[src/rtl/pipe_stage_skid_if.sv]
// -----------------------------------------------------------------------------
// pipe_stage_skid_if
// Valid/ready bus carrying a payload and its PC sideband between two pipeline
// stages. One instance is used per side of the stage.
//   valid : producer presents an entry
//   ready : consumer can accept
//   data  : payload (DATA_W bits)
//   pc    : PC sideband (PC_W bits)
// Modports:
//   master : producer side (drives valid/data/pc, samples ready)
//   slave  : consumer side (samples valid/data/pc, drives ready)
// -----------------------------------------------------------------------------
interface pipe_stage_skid_if #(
    parameter int DATA_W = 96,
    parameter int PC_W   = 32
) ();
    logic              valid;
    logic              ready;
    logic [DATA_W-1:0] data;
    logic [PC_W-1:0]   pc;

    modport master (output valid, output data, output pc, input ready);
    modport slave  (input valid, input data, input pc, output ready);
endinterface

[src/rtl/pipe_stage_skid.sv]
// -----------------------------------------------------------------------------
// pipe_stage_skid
// Inter-stage pipeline register with a 2-entry skid buffer. Sustains one
// transfer per cycle under backpressure while keeping the upstream ready a
// registered signal. Supports a synchronous flush that kills held entries but
// captures the incoming PC, and keeps saturating stall/flush counters.
// Ports:
//   clk          : clock, rising edge
//   rst          : synchronous reset, active-low
//   i_up         : upstream bus (slave modport); ready == !skid_valid, registered
//   o_dn         : downstream bus (master modport); driven straight from the
//                  main register
//   i_flush      : synchronous kill of all held entries
//   o_stall_cnt  : cycles with an entry held and downstream not ready
//   o_flush_cnt  : flush cycles that killed at least one valid entry
// -----------------------------------------------------------------------------
module pipe_stage_skid #(
    parameter int DATA_W = 96,
    parameter int PC_W   = 32,
    parameter int CNT_W  = 16
) (
    input  logic                  clk,
    input  logic                  rst,
    pipe_stage_skid_if.slave      i_up,
    pipe_stage_skid_if.master     o_dn,
    input  logic                  i_flush,
    output logic [CNT_W-1:0]      o_stall_cnt,
    output logic [CNT_W-1:0]      o_flush_cnt
);

    typedef enum logic [1:0] {
        ST_EMPTY = 2'd0,
        ST_ONE   = 2'd1,
        ST_FULL  = 2'd2
    } state_t;

    state_t            r_state;
    logic              r_main_valid;
    logic [DATA_W-1:0] r_main_data;
    logic [PC_W-1:0]   r_main_pc;
    logic              r_skid_valid;
    logic [DATA_W-1:0] r_skid_data;
    logic [PC_W-1:0]   r_skid_pc;
    logic              r_in_ready;
    logic [CNT_W-1:0]  r_stall_cnt;
    logic [CNT_W-1:0]  r_flush_cnt;

    logic              w_in_fire;
    logic              w_out_fire;

    // Counter increment that sticks at all-ones instead of wrapping.
    function automatic logic [CNT_W-1:0] sat_inc(input logic [CNT_W-1:0] v);
        if (v == {CNT_W{1'b1}}) begin
            sat_inc = v;
        end else begin
            sat_inc = v + {{(CNT_W-1){1'b0}}, 1'b1};
        end
    endfunction

    assign w_in_fire  = i_up.valid & r_in_ready;
    assign w_out_fire = r_main_valid & o_dn.ready;

    assign i_up.ready  = r_in_ready;
    assign o_dn.valid  = r_main_valid;
    assign o_dn.data   = r_main_data;
    assign o_dn.pc     = r_main_pc;
    assign o_stall_cnt = r_stall_cnt;
    assign o_flush_cnt = r_flush_cnt;

    // Occupancy FSM, storage registers and performance counters.
    always_ff @(posedge clk) begin
        if (!rst) begin
            r_state      <= ST_EMPTY;
            r_main_valid <= 1'b0;
            r_main_data  <= {DATA_W{1'b0}};
            r_main_pc    <= {PC_W{1'b0}};
            r_skid_valid <= 1'b0;
            r_skid_data  <= {DATA_W{1'b0}};
            r_skid_pc    <= {PC_W{1'b0}};
            r_in_ready   <= 1'b1;
            r_stall_cnt  <= {CNT_W{1'b0}};
            r_flush_cnt  <= {CNT_W{1'b0}};
        end else if (i_flush) begin
            // Kill everything, but keep the PC of the incoming slot so the
            // exception logic can see where the pipeline was redirected from.
            r_state      <= ST_EMPTY;
            r_main_valid <= 1'b0;
            r_main_data  <= {DATA_W{1'b0}};
            r_main_pc    <= i_up.pc;
            r_skid_valid <= 1'b0;
            r_skid_data  <= {DATA_W{1'b0}};
            r_skid_pc    <= {PC_W{1'b0}};
            r_in_ready   <= 1'b1;
            if (r_main_valid | r_skid_valid) begin
                r_flush_cnt <= sat_inc(r_flush_cnt);
            end else begin
                r_flush_cnt <= r_flush_cnt;
            end
        end else begin
            if (r_main_valid & ~o_dn.ready) begin
                r_stall_cnt <= sat_inc(r_stall_cnt);
            end else begin
                r_stall_cnt <= r_stall_cnt;
            end

            case (r_state)
                ST_EMPTY: begin
                    if (w_in_fire) begin
                        r_state      <= ST_ONE;
                        r_main_valid <= 1'b1;
                        r_main_data  <= i_up.data;
                        r_main_pc    <= i_up.pc;
                    end else begin
                        r_state      <= ST_EMPTY;
                    end
                end
                ST_ONE: begin
                    case ({w_in_fire, w_out_fire})
                        2'b11: begin
                            r_main_data  <= i_up.data;
                            r_main_pc    <= i_up.pc;
                        end
                        2'b10: begin
                            // Downstream stalled: park the new entry in skid
                            // and drop ready for the following cycle.
                            r_state      <= ST_FULL;
                            r_skid_valid <= 1'b1;
                            r_skid_data  <= i_up.data;
                            r_skid_pc    <= i_up.pc;
                            r_in_ready   <= 1'b0;
                        end
                        2'b01: begin
                            // Drain to empty; data/pc keep their last values.
                            r_state      <= ST_EMPTY;
                            r_main_valid <= 1'b0;
                        end
                        default: begin
                            r_state      <= ST_ONE;
                        end
                    endcase
                end
                ST_FULL: begin
                    if (w_out_fire) begin
                        r_state      <= ST_ONE;
                        r_main_data  <= r_skid_data;
                        r_main_pc    <= r_skid_pc;
                        r_skid_valid <= 1'b0;
                        r_skid_data  <= {DATA_W{1'b0}};
                        r_skid_pc    <= {PC_W{1'b0}};
                        r_in_ready   <= 1'b1;
                    end else begin
                        r_state      <= ST_FULL;
                    end
                end
                default: begin
                    // Unreachable encoding: recover to a clean empty stage.
                    r_state      <= ST_EMPTY;
                    r_main_valid <= 1'b0;
                    r_skid_valid <= 1'b0;
                    r_in_ready   <= 1'b1;
                end
            endcase
        end
    end

endmodule

[src/flat_wrapper.sv]
// flat-port wrapper written by rule: the top's interface ports become plain ports
module pipe_stage_skid_flat 
#(
    parameter int DATA_W = 96,
    parameter int PC_W   = 32,
    parameter int CNT_W  = 16
)
  (clk, rst, i_flush, o_stall_cnt, o_flush_cnt, i_up_valid, i_up_data, i_up_pc, i_up_ready, o_dn_valid, o_dn_data, o_dn_pc, o_dn_ready);
  pipe_stage_skid_if #(.DATA_W(DATA_W), .PC_W(PC_W)) i_up_i ();
  pipe_stage_skid_if #(.DATA_W(DATA_W), .PC_W(PC_W)) o_dn_i ();
  input  logic clk;
  input  logic rst;
  input  logic i_flush;
  output logic [CNT_W-1:0] o_stall_cnt;
  output logic [CNT_W-1:0] o_flush_cnt;
  input wire logic [$bits(i_up_i.valid)-1:0] i_up_valid;
  input wire logic [$bits(i_up_i.data)-1:0] i_up_data;
  input wire logic [$bits(i_up_i.pc)-1:0] i_up_pc;
  output wire logic [$bits(i_up_i.ready)-1:0] i_up_ready;
  output wire logic [$bits(o_dn_i.valid)-1:0] o_dn_valid;
  output wire logic [$bits(o_dn_i.data)-1:0] o_dn_data;
  output wire logic [$bits(o_dn_i.pc)-1:0] o_dn_pc;
  input wire logic [$bits(o_dn_i.ready)-1:0] o_dn_ready;
  assign i_up_i.valid = i_up_valid;
  assign i_up_i.data = i_up_data;
  assign i_up_i.pc = i_up_pc;
  assign i_up_ready = i_up_i.ready;
  assign o_dn_valid = o_dn_i.valid;
  assign o_dn_data = o_dn_i.data;
  assign o_dn_pc = o_dn_i.pc;
  assign o_dn_i.ready = o_dn_ready;
  pipe_stage_skid #(.DATA_W(DATA_W), .PC_W(PC_W), .CNT_W(CNT_W)) u_core (.clk(clk), .rst(rst), .i_up(i_up_i), .o_dn(o_dn_i), .i_flush(i_flush), .o_stall_cnt(o_stall_cnt), .o_flush_cnt(o_flush_cnt));
endmodule
[config.mk]
export PLATFORM = sky130hd
export DESIGN_NAME = pipe_stage_skid_flat
export DESIGN_NICKNAME = d
export VERILOG_FILES = /design/src/rtl/pipe_stage_skid_if.sv /design/src/rtl/pipe_stage_skid.sv /design/src/flat_wrapper.sv
export SDC_FILE = /design/constraint.sdc
export NUM_CORES = 1
export LEC_CHECK = 0
export ABC_AREA = 1
export CAP_MARGIN = 20
export CORE_MARGIN = 3
export CORE_UTILIZATION = 54
export DETAILED_ROUTE_END_ITERATION = 7
export PLACE_DENSITY_LB_ADDON = 0.15
export SETUP_SLACK_MARGIN = 0.02
export SLEW_MARGIN = 20
export SYNTH_ARGS = -nofsm -noshare
export SYNTH_HDL_FRONTEND = slang
export SYNTH_SLANG_ARGS = --single-unit
[constraint.sdc]
create_clock -name clk -period 5.5 [get_ports clk]
set_input_delay 1.65 -clock clk [delete_from_list [all_inputs] [get_ports clk]]
set_output_delay 1.65 -clock clk [all_outputs]
set_load 0.005 [all_outputs]
== Word level (Yosys, flattened, before mapping) ==
Index checks and enable logic that the tools add are counted.

* Bits in registers: 293
* Output and inout port bits: 162
* Logic and storage cells: 79

* Bitwise gates (word level): 11
* Eq/ne operators: 16
* Add/subtract/negate cells: 2
* Reductions and logical operators: 12
* Multiplexer cells: 28

{| class="wikitable"
|+ Operators with widths
! cell !! number
|-
| two-way mux 96 bit || 5
|-
| one-hot mux 96 bit (3 select lines) || 1
|-
| two-way mux 32 bit || 6
|-
| one-hot mux 96 bit (2 select lines) || 1
|-
| one-hot mux 32 bit (3 select lines) || 1
|-
| one-hot mux 32 bit (2 select lines) || 1
|-
| adder 16 x 1 -> 16 bit, second input constant || 2
|-
| == test 16 bit, second input constant || 2
|-
| AND reduction 3 bit || 5
|-
| one-hot mux 2 bit (3 select lines) || 2
|-
| one-hot mux 1 bit (3 select lines) || 3
|-
| AND reduction 4 bit || 2
|-
| two-way mux 1 bit || 7
|-
| NOT 1 bit || 7
|-
| == test 2 bit, second input constant || 3
|-
| inequality test 2 x 1 -> 1 bit, second input constant || 3
|-
| inequality test 2 bit, second input constant || 3
|-
| inequality test 3 x 2 -> 1 bit, second input constant || 2
|-
| == test 2 x 1 -> 1 bit, second input constant || 2
|-
| nonzero test 4 bit || 1
|-
| bitwise AND 1 bit || 3
|-
| inequality test 3 bit, second input constant || 1
|-
| nonzero test 3 bit || 1
|-
| zero test 2 bit || 1
|-
| 4 further kinds || 4
|}

== Logic depth before layout (Yosys ltp) ==
Gate-level depths: netlist of the first run.

* Depth in word-level cells: 5
* Gate-level depth with buffers: 12

== Worst setup path after synthesis of the first run ==
Ideal clock, no wire load.

* Path kind: in2reg
* Start point: input i_up_valid
* End point: register u_core.r_skid_data[47]
* Data arrival time: 2837 ps
* Buffers on the path: 2
* Data required time: 5378 ps
* Setup slack: 2541 ps
* Stages: 10
* Cell sequence: nand2_1 inv_2 ha_1 or2_1 nand3_4 inv_2 buf_6 buf_6 o21ai_0 a21oi_1

* Longest elaborated chain between the ends: 4

{| class="wikitable"
|+ Ends and longest elaborated chain
! item !! RTL line !! RTL
|-
| from (decl) || flat_wrapper.sv:16 || <nowiki>input wire logic [$bits(i_up_i.valid)-1:0] i_up_valid;</nowiki>
|-
| bitwise AND 1 bit || pipe_stage_skid.sv:60 || <nowiki>assign w_in_fire = i_up.valid & r_in_ready;</nowiki>
|-
| == test 2 bit || pipe_stage_skid.sv:118 || <nowiki>case ({w_in_fire, w_out_fire})</nowiki>
|-
| inequality test 2 x 1 -> 1 bit (no line) || - ||
|-
| AND reduction 3 bit (no line) || - ||
|-
| to (signal assigned) || pipe_stage_skid.sv:78 || <nowiki>r_skid_data <= {DATA_W{1'b0}};</nowiki>
|-
| to (signal assigned) || pipe_stage_skid.sv:128 || <nowiki>r_skid_data <= i_up.data;</nowiki>
|-
| to (signal assigned) || pipe_stage_skid.sv:148 || <nowiki>r_skid_data <= {DATA_W{1'b0}};</nowiki>
|-
| to (decl) || pipe_stage_skid.sv:42 || <nowiki>logic [DATA_W-1:0] r_skid_data;</nowiki>
|}

No other way between the ends.
A chain may end at the register's enable or synchronous reset.

== Final worst setup path of the first run ==
* Start point: input o_dn_ready
* End point: register u_core.r_main_pc[25] (netlist: u_core.o_dn.pc[25])

* Longest elaborated chain between the ends: 4
* Elaborated cells between the ends (all ways): 5

{| class="wikitable"
|+ Ends and longest elaborated chain
! item !! RTL line !! RTL
|-
| from (decl) || flat_wrapper.sv:23 || <nowiki>input wire logic [$bits(o_dn_i.ready)-1:0] o_dn_ready;</nowiki>
|-
| bitwise AND 1 bit * || pipe_stage_skid.sv:61 || <nowiki>assign w_out_fire = r_main_valid & o_dn.ready;</nowiki>
|-
| == test 2 bit || pipe_stage_skid.sv:118 ||
|-
| inequality test 3 bit (no line) || - ||
|-
| AND reduction 4 bit (no line) * || - ||
|-
| to (signal assigned) || pipe_stage_skid.sv:76 || <nowiki>r_main_pc <= {PC_W{1'b0}};</nowiki>
|-
| to (signal assigned) || pipe_stage_skid.sv:112 || <nowiki>r_main_pc <= i_up.pc;</nowiki>
|-
| to (signal assigned) || pipe_stage_skid.sv:121 || <nowiki>r_main_pc <= i_up.pc;</nowiki>
|-
| to (decl) || pipe_stage_skid.sv:40 || <nowiki>logic [PC_W-1:0] r_main_pc;</nowiki>
|}

Every way passes the cells marked *; elsewhere a longest branch is shown, timed or not.

==> qor.csv, run 1 <==
metric,value,unit
r2r-start,u_core.r_state[0],
cts.sinks,293,
dpl.hpwl,22000,µm
slowest_delay,0.63,ns
async_reset_ff_frac,0,
timing.fmax,0.273,GHz
cts_hold_buf,0,
wl_per_cell,14.6,µm
syn_inst,1838,
critical_path_required,5.94,ns
drt_iter0_markers,934,
crit_buf_inv,3,
hold_class,register to register,
final_util,0.729,
ff_latch_area,5870,µm²
r2r_setup_slack,2.54,ns
die-height,160,µm
hold_slack,0.449,ns
ys.flop_type,dfxtp_1,
finalNonFillerCells,2394,
path_clk_slew,0.06,ns
vias,12635,
crit_chain,clkdlybuf4s50_1 > nand2_2 > inv_1 > ha_1 > o21ai_2 > o21ai_4 > buf_4 > nand3_1 > nand2_1 > nor2_1,
slew_headroom,0.353,
finalSetupTns,0,ns
drc,0,
ir_worst_vdd,0.252,mV
ys_seq_area_frac,0.459,
endpoint,u_core.o_dn.pc[25],
cp_max_fo,36,
syn_to_final_growth,30.8,%
worstPathArrival,4.10,ns
numCtsBuffers,31,
reg2regPathDepth,10,
reg2reg_to,u_core.o_dn.data[5],
die_w,160,µm
drtAntennaViolNets,0,
io_pins,295,
rows,55,
drive_above_1_share,0.0452,
antenna_found_initial,2,
grt_pass1_vias,12172,
hold_viol,0,
synth_edf_count,0,
cp-end-kind,register,
syn-num-nets,1983,
rsz0062_at_grt,false,
status,completed,
criticalPathCategory,primary input to register,
avgSynthCellArea,6.95,µm²
root_buffer,clkbuf_16,
cts_max_path_buffers,3,
dp.cells,2336,
die-area,25500,µm²
portBuffers,294,
yosys_warnings,0,
grt_pass1_wl,57800,µm
power.density,301,nW/µm²
vias_per_cell,5.28,
cts_tree,yes,
critPathLaunchType,primary input,
syn-cell-area,12800,µm²
start_util,0.558,
path_depth,10,
cts_setup_buffers,0,
layout_common_cells,"nand2_1, nor2_1, clkdlybuf4s50_1, dfxtp_1, o21ai_0",
fp.coreArea,22900,µm²
finalSetupViolations,0,
drv_cap,0,
worst_pin_slew,0.970,ns
crit_start,o_dn_ready,
fillerInstances,1838,
grt.overflow.total,0,
gp_congestion,0.835,
final_common_cell,nand2_1,
min_period,3.66,ns
drt-total-wl,34900,µm
worst_clock_skew,0.00874,ns
cts_resized,0,
drt_first_pass_iters,6,
path_delay_family,buffers and inverters,
grtUsageTotal,0.264,
slew_viol_final,0,
finalNetCount,2202,
post-route-period-util,0.665,
p_leak,6.87,nW
ys_ff_latch,293,
multiInputGateArea,5780,µm²
clk_latency,0.55,ns
synth_cell_types,30,
htreeDepth,1,
slowest_stage,o21ai_4,
grt_max_degree,195,
==> cell families after synthesis <==
kind of cell / count (synthesis) / share of synthesized area
AO/OA/AOI/OAI: 401 / 0.162
AND/OR/NAND/NOR: 875 / 0.276
buffers and inverters: 254 / 0.0890
XOR/XNOR: 3 / 0.00206
flip-flops: 293 / 0.459
adder cells (fa/ha/maj): 12 / 0.0118
==> power breakdown <==
| group | internal [W] | switching [W] |
|---|---|---|
| Sequential | 0.00221 | 0.0000529 |
| Clock | 0.00131 | 0.000836 |
| Combinational | 0.000292 | 0.000325 |
==> flip-flops by register name (all words and copies together), names as in the netlist, 2 cells and up <==
name                count
u_core.o_stall_cnt     16
u_core.r_skid_pc       32
u_core.o_flush_cnt     16
u_core.o_dn.data       96
u_core.r_state          2
u_core.o_dn.pc         32
u_core.r_skid_data     96
==> cells in the mapped netlist, types with 12 or more instances <==
cell type | instances | area share
o21ai_1 | 26 | 0.010
buf_6 | 13 | 0.011
inv_1 | 123 | 0.036
nand2_1 | 378 | 0.11
nor2_1 | 338 | 0.099
o21ai_0 | 229 | 0.090
clkbuf_1 | 51 | 0.015
ha_1 | 12 | 0.012
buf_2 | 39 | 0.015
a21oi_1 | 132 | 0.052
nand3_1 | 144 | 0.056
dfxtp_1 | 293 | 0.46
==> metal layers <==
layer / track usage / routed length (µm)
met5: 0 / 9
met4: 0.103 / 1280
met3: 0.0534 / 2500
met2: 0.447 / 16500
met1: 0.331 / 14600
==> through the flow <==
stage | setup WS (ns) | instance area, µm² | total power [W]
after floorplan | 2.54 | 12800 | 0.00263
after global placement | 1.34 | 15600 | 0.00291
after detailed placement | 1.26 | 15600 | 0.00292
after CTS | 1.82 | 16700 | 0.00506
after global routing | 1.63 | 16700 | 0.00523
final | 1.84 | 16700 | 0.00503
==> tightest hold or removal path, delay by kind of cell, from the launching register on <==
kind / cells / cell delay (ns)
compound gates: 1 / 0.05
flops: 1 / 0.29
buf+inv: 1 / 0.07
==> how the worst min path moves through the flow <==
| stage | from | end | slack (ns) | cells past startpoint |
|---|---|---|---|---|
| floorplan | u_core.r_skid_data[11] | u_core.r_skid_data[11] | 0.43 | 2 |
| global placement | u_core.r_skid_data[71] | u_core.r_skid_data[71] | 0.44 | 2 |
| detailed placement | u_core.r_skid_data[71] | u_core.r_skid_data[71] | 0.44 | 2 |
| CTS | u_core.r_skid_data[71] | u_core.r_skid_data[71] | 0.45 | 2 |
| global route | u_core.r_skid_data[3] | u_core.r_skid_data[3] | 0.48 | 2 |
| finish | u_core.r_skid_data[36] | u_core.r_skid_data[36] | 0.45 | 2 |
==> area by class of cell <==
class,count,share of cell area
inverter,131,0.0300
multi-input combinational,1291,0.346
sequential,293,0.351
clock buffer,48,0.0562
tap,313,0.0234
clock inverter,8,0.00749
antenna,1,0.000150
timing repair buffer,309,0.186
Note: power is estimated with default switching activity, not from simulation.
==> run 2: changes to the inputs <==
--- a/config.mk
+++ b/config.mk
@@ -8,7 +8,7 @@
 export ABC_AREA = 1
 export CAP_MARGIN = 20
 export CORE_MARGIN = 3
-export CORE_UTILIZATION = 54
+export CORE_UTILIZATION = 50
 export DETAILED_ROUTE_END_ITERATION = 7
 export PLACE_DENSITY_LB_ADDON = 0.15
 export SETUP_SLACK_MARGIN = 0.02
==> constraint.sdc (replaced) <==
create_clock -name clk -period 3.7 [get_ports clk]
set_input_delay 1.11 -clock clk [delete_from_list [all_inputs] [get_ports clk]]
set_output_delay 1.11 -clock clk [all_outputs]
set_load 0.005 [all_outputs]
==> run 2 against run 1 <==
First-iteration DRC count grew 12%; critical path depth stayed put; combinational power is 49% higher; critical path type unchanged; global-route usage shrank 2.2 points; clock skew increased by 0.0046 ns; largest cell class unchanged; largest power group unchanged; die area grew 7.7%.
==> qor.csv, run 2 (synthesis results as in run 1) <==
metric,value,unit
numCtsBuffers,30,
p_seq_frac,0.457,
drive_above_1_share,0.0476,
cts.sinks,293,
worst_pin_slew,0.951,ns
cellInternalPower,0.00559,W
cts_hold_buf,0,
crit_start,i_up_valid,
swShare,0.241,
rsz0062_at_grt,false,
cts_resized,0,
die_w,166,µm
wl_per_cell,14.4,µm
status,completed,
cp-end-kind,register,
cp_max_fo,85,
finalSetupTns,0,ns
grt_pass1_vias,11696,
drc,0,
path_clk_slew,0.06,ns
criticalPathCategory,primary input to register,
critical_path_required,4.16,ns
worst_clock_skew,0.0134,ns
grtUsageTotal,0.241,
finalNetCount,2206,
multiInputGateArea,5780,µm²
die-height,166,µm
grt_util_met1,0.315,
cts_tree,yes,
hold_class,register to register,
rows,57,
drt_first_pass_iters,5,
ff_latch_area,5870,µm²
vias,12517,
gp_congestion,0.865,
fp.coreArea,24700,µm²
slowest_stage,clkdlybuf4s50_1,
path_delay_family,buffers and inverters,
power.density,440,nW/µm²
slowest_delay,0.46,ns
grt_max_degree,110,
met2_usage,0.398,
clk_latency,0.54,ns
timing.fmax,0.349,GHz
top_usage_layer,met2,
p_comb_frac,0.125,
fillerInstances,2098,
finalSetupViolations,0,
vias_per_cell,5.20,
syn_to_final_growth,31.0,%
p_leak,6.89,nW
grt_pass1_wl,57500,µm
start_util,0.516,
cts_max_path_buffers,3,
grt.overflow.total,0,
use_met3,0.0550,
die-area,27500,µm²
min_from,u_core.r_skid_data[94],
final_common_cell,nand2_1,
crit_buf_inv,4,
cts_setup_buffers,0,
critPathLaunchType,primary input,
crit_chain,clkdlybuf4s50_1 > nand2_1 > inv_2 > ha_1 > or2_1 > nand3_4 > inv_6 > buf_4 > nand3_1 > a21oi_1,
slew_headroom,0.366,
drt-total-wl,34800,µm
io_pins,295,
portBuffers,294,
totalPowerFinal,0.00737,W
slew_viol_final,0,
dpl.hpwl,22600,µm
min_period,2.86,ns
drt_iter0_markers,1045,
power.switching,0.00177,W
layout_common_cells,"nand2_1, nor2_1, clkdlybuf4s50_1, dfxtp_1, o21ai_0",
p_clk_frac,0.419,
r2r-start,u_core.r_state[0],
drv_cap,0,
ir_worst_vdd,0.379,mV
antenna_found_initial,4,
htreeDepth,1,
post-route-period-util,0.773,
hold_viol,0,
drtAntennaViolNets,0,
worstPathArrival,3.32,ns
root_buffer,clkbuf_16,
-- run 2: cell count changes in the layout (fill, tap and decap cells not counted), sizes merged --
| cell | before | now |
|---|---|---|
| buf | 16 | 21 |
| clkbuf | 48 | 41 |
| clkinv | 4 | 9 |
| diode | 1 | 2 |
| inv | 131 | 130 |
-- run 2: worst register-to-register path, delay by kind of cell (launching register included) --
family | cells | cell delay (ns)
and+or+nand+nor | 2 | 0.19
adders and majority gates | 1 | 0.83
AOI/OAI and AO/OA | 2 | 0.29
buffers and inverters | 3 | 0.91
DFF | 1 | 0.35
-- run 2: stage by stage --
stage               cell area [µm²]  std cells  hold WS, ns   util  setup slack (ns)
detailed placement            15700       2353        0.446  0.635             0.313
finish                        16700       2408        0.453  0.676             0.839
floorplan                     12800       1838        0.431      -              1.28
global placement              15700       2353        0.438  0.635             0.372
CTS                           16700       2406        0.455  0.676             0.866
global route                  16700       2408        0.465  0.676             0.677
-- run 2: worst paths after layout --
path	depth (start not counted)	slack, ns	end
worst max-delay path	10	0.84	u_core.r_skid_pc[21]
worst min-delay path	2	0.45	u_core.r_skid_data[94]
worst max register to register	8	1.03	u_core.o_dn.data[27]
worst min register to register	2	0.45	u_core.r_skid_data[94]
-- run 2: routing by layer --
| metal | routed length (µm) | vias up | share of wire |
|---|---|---|---|
| li1 | - | 6346 | - |
| met1 | 15300 | 5707 | 0.44 |
| met2 | 16000 | 390 | 0.46 |
| met3 | 2310 | 70 | 0.066 |
| met4 | 1140 | 4 | 0.033 |
| met5 | 23 | - | 0.00066 |
-- run 2: power by group through the flow --
stage	clock, W	combinational (W)	sequential [W]
global placement	0	0.000904	0.00343
floorplan	0	0.000479	0.00343
finish	0.00308	0.000919	0.00336
detailed placement	0	0.000920	0.00343
CTS	0.00314	0.000925	0.00336
global route	0.00327	0.00103	0.00338
-- run 2: layout make-up --
class / instances / area share
tap: 324 / 0.0242
timing repair buffer: 314 / 0.189
antenna: 2 / 0.000299
multi-input combinational: 1291 / 0.345
clock buffer: 41 / 0.0528
clock inverter: 12 / 0.00822
sequential: 293 / 0.350
inverter: 131 / 0.0300
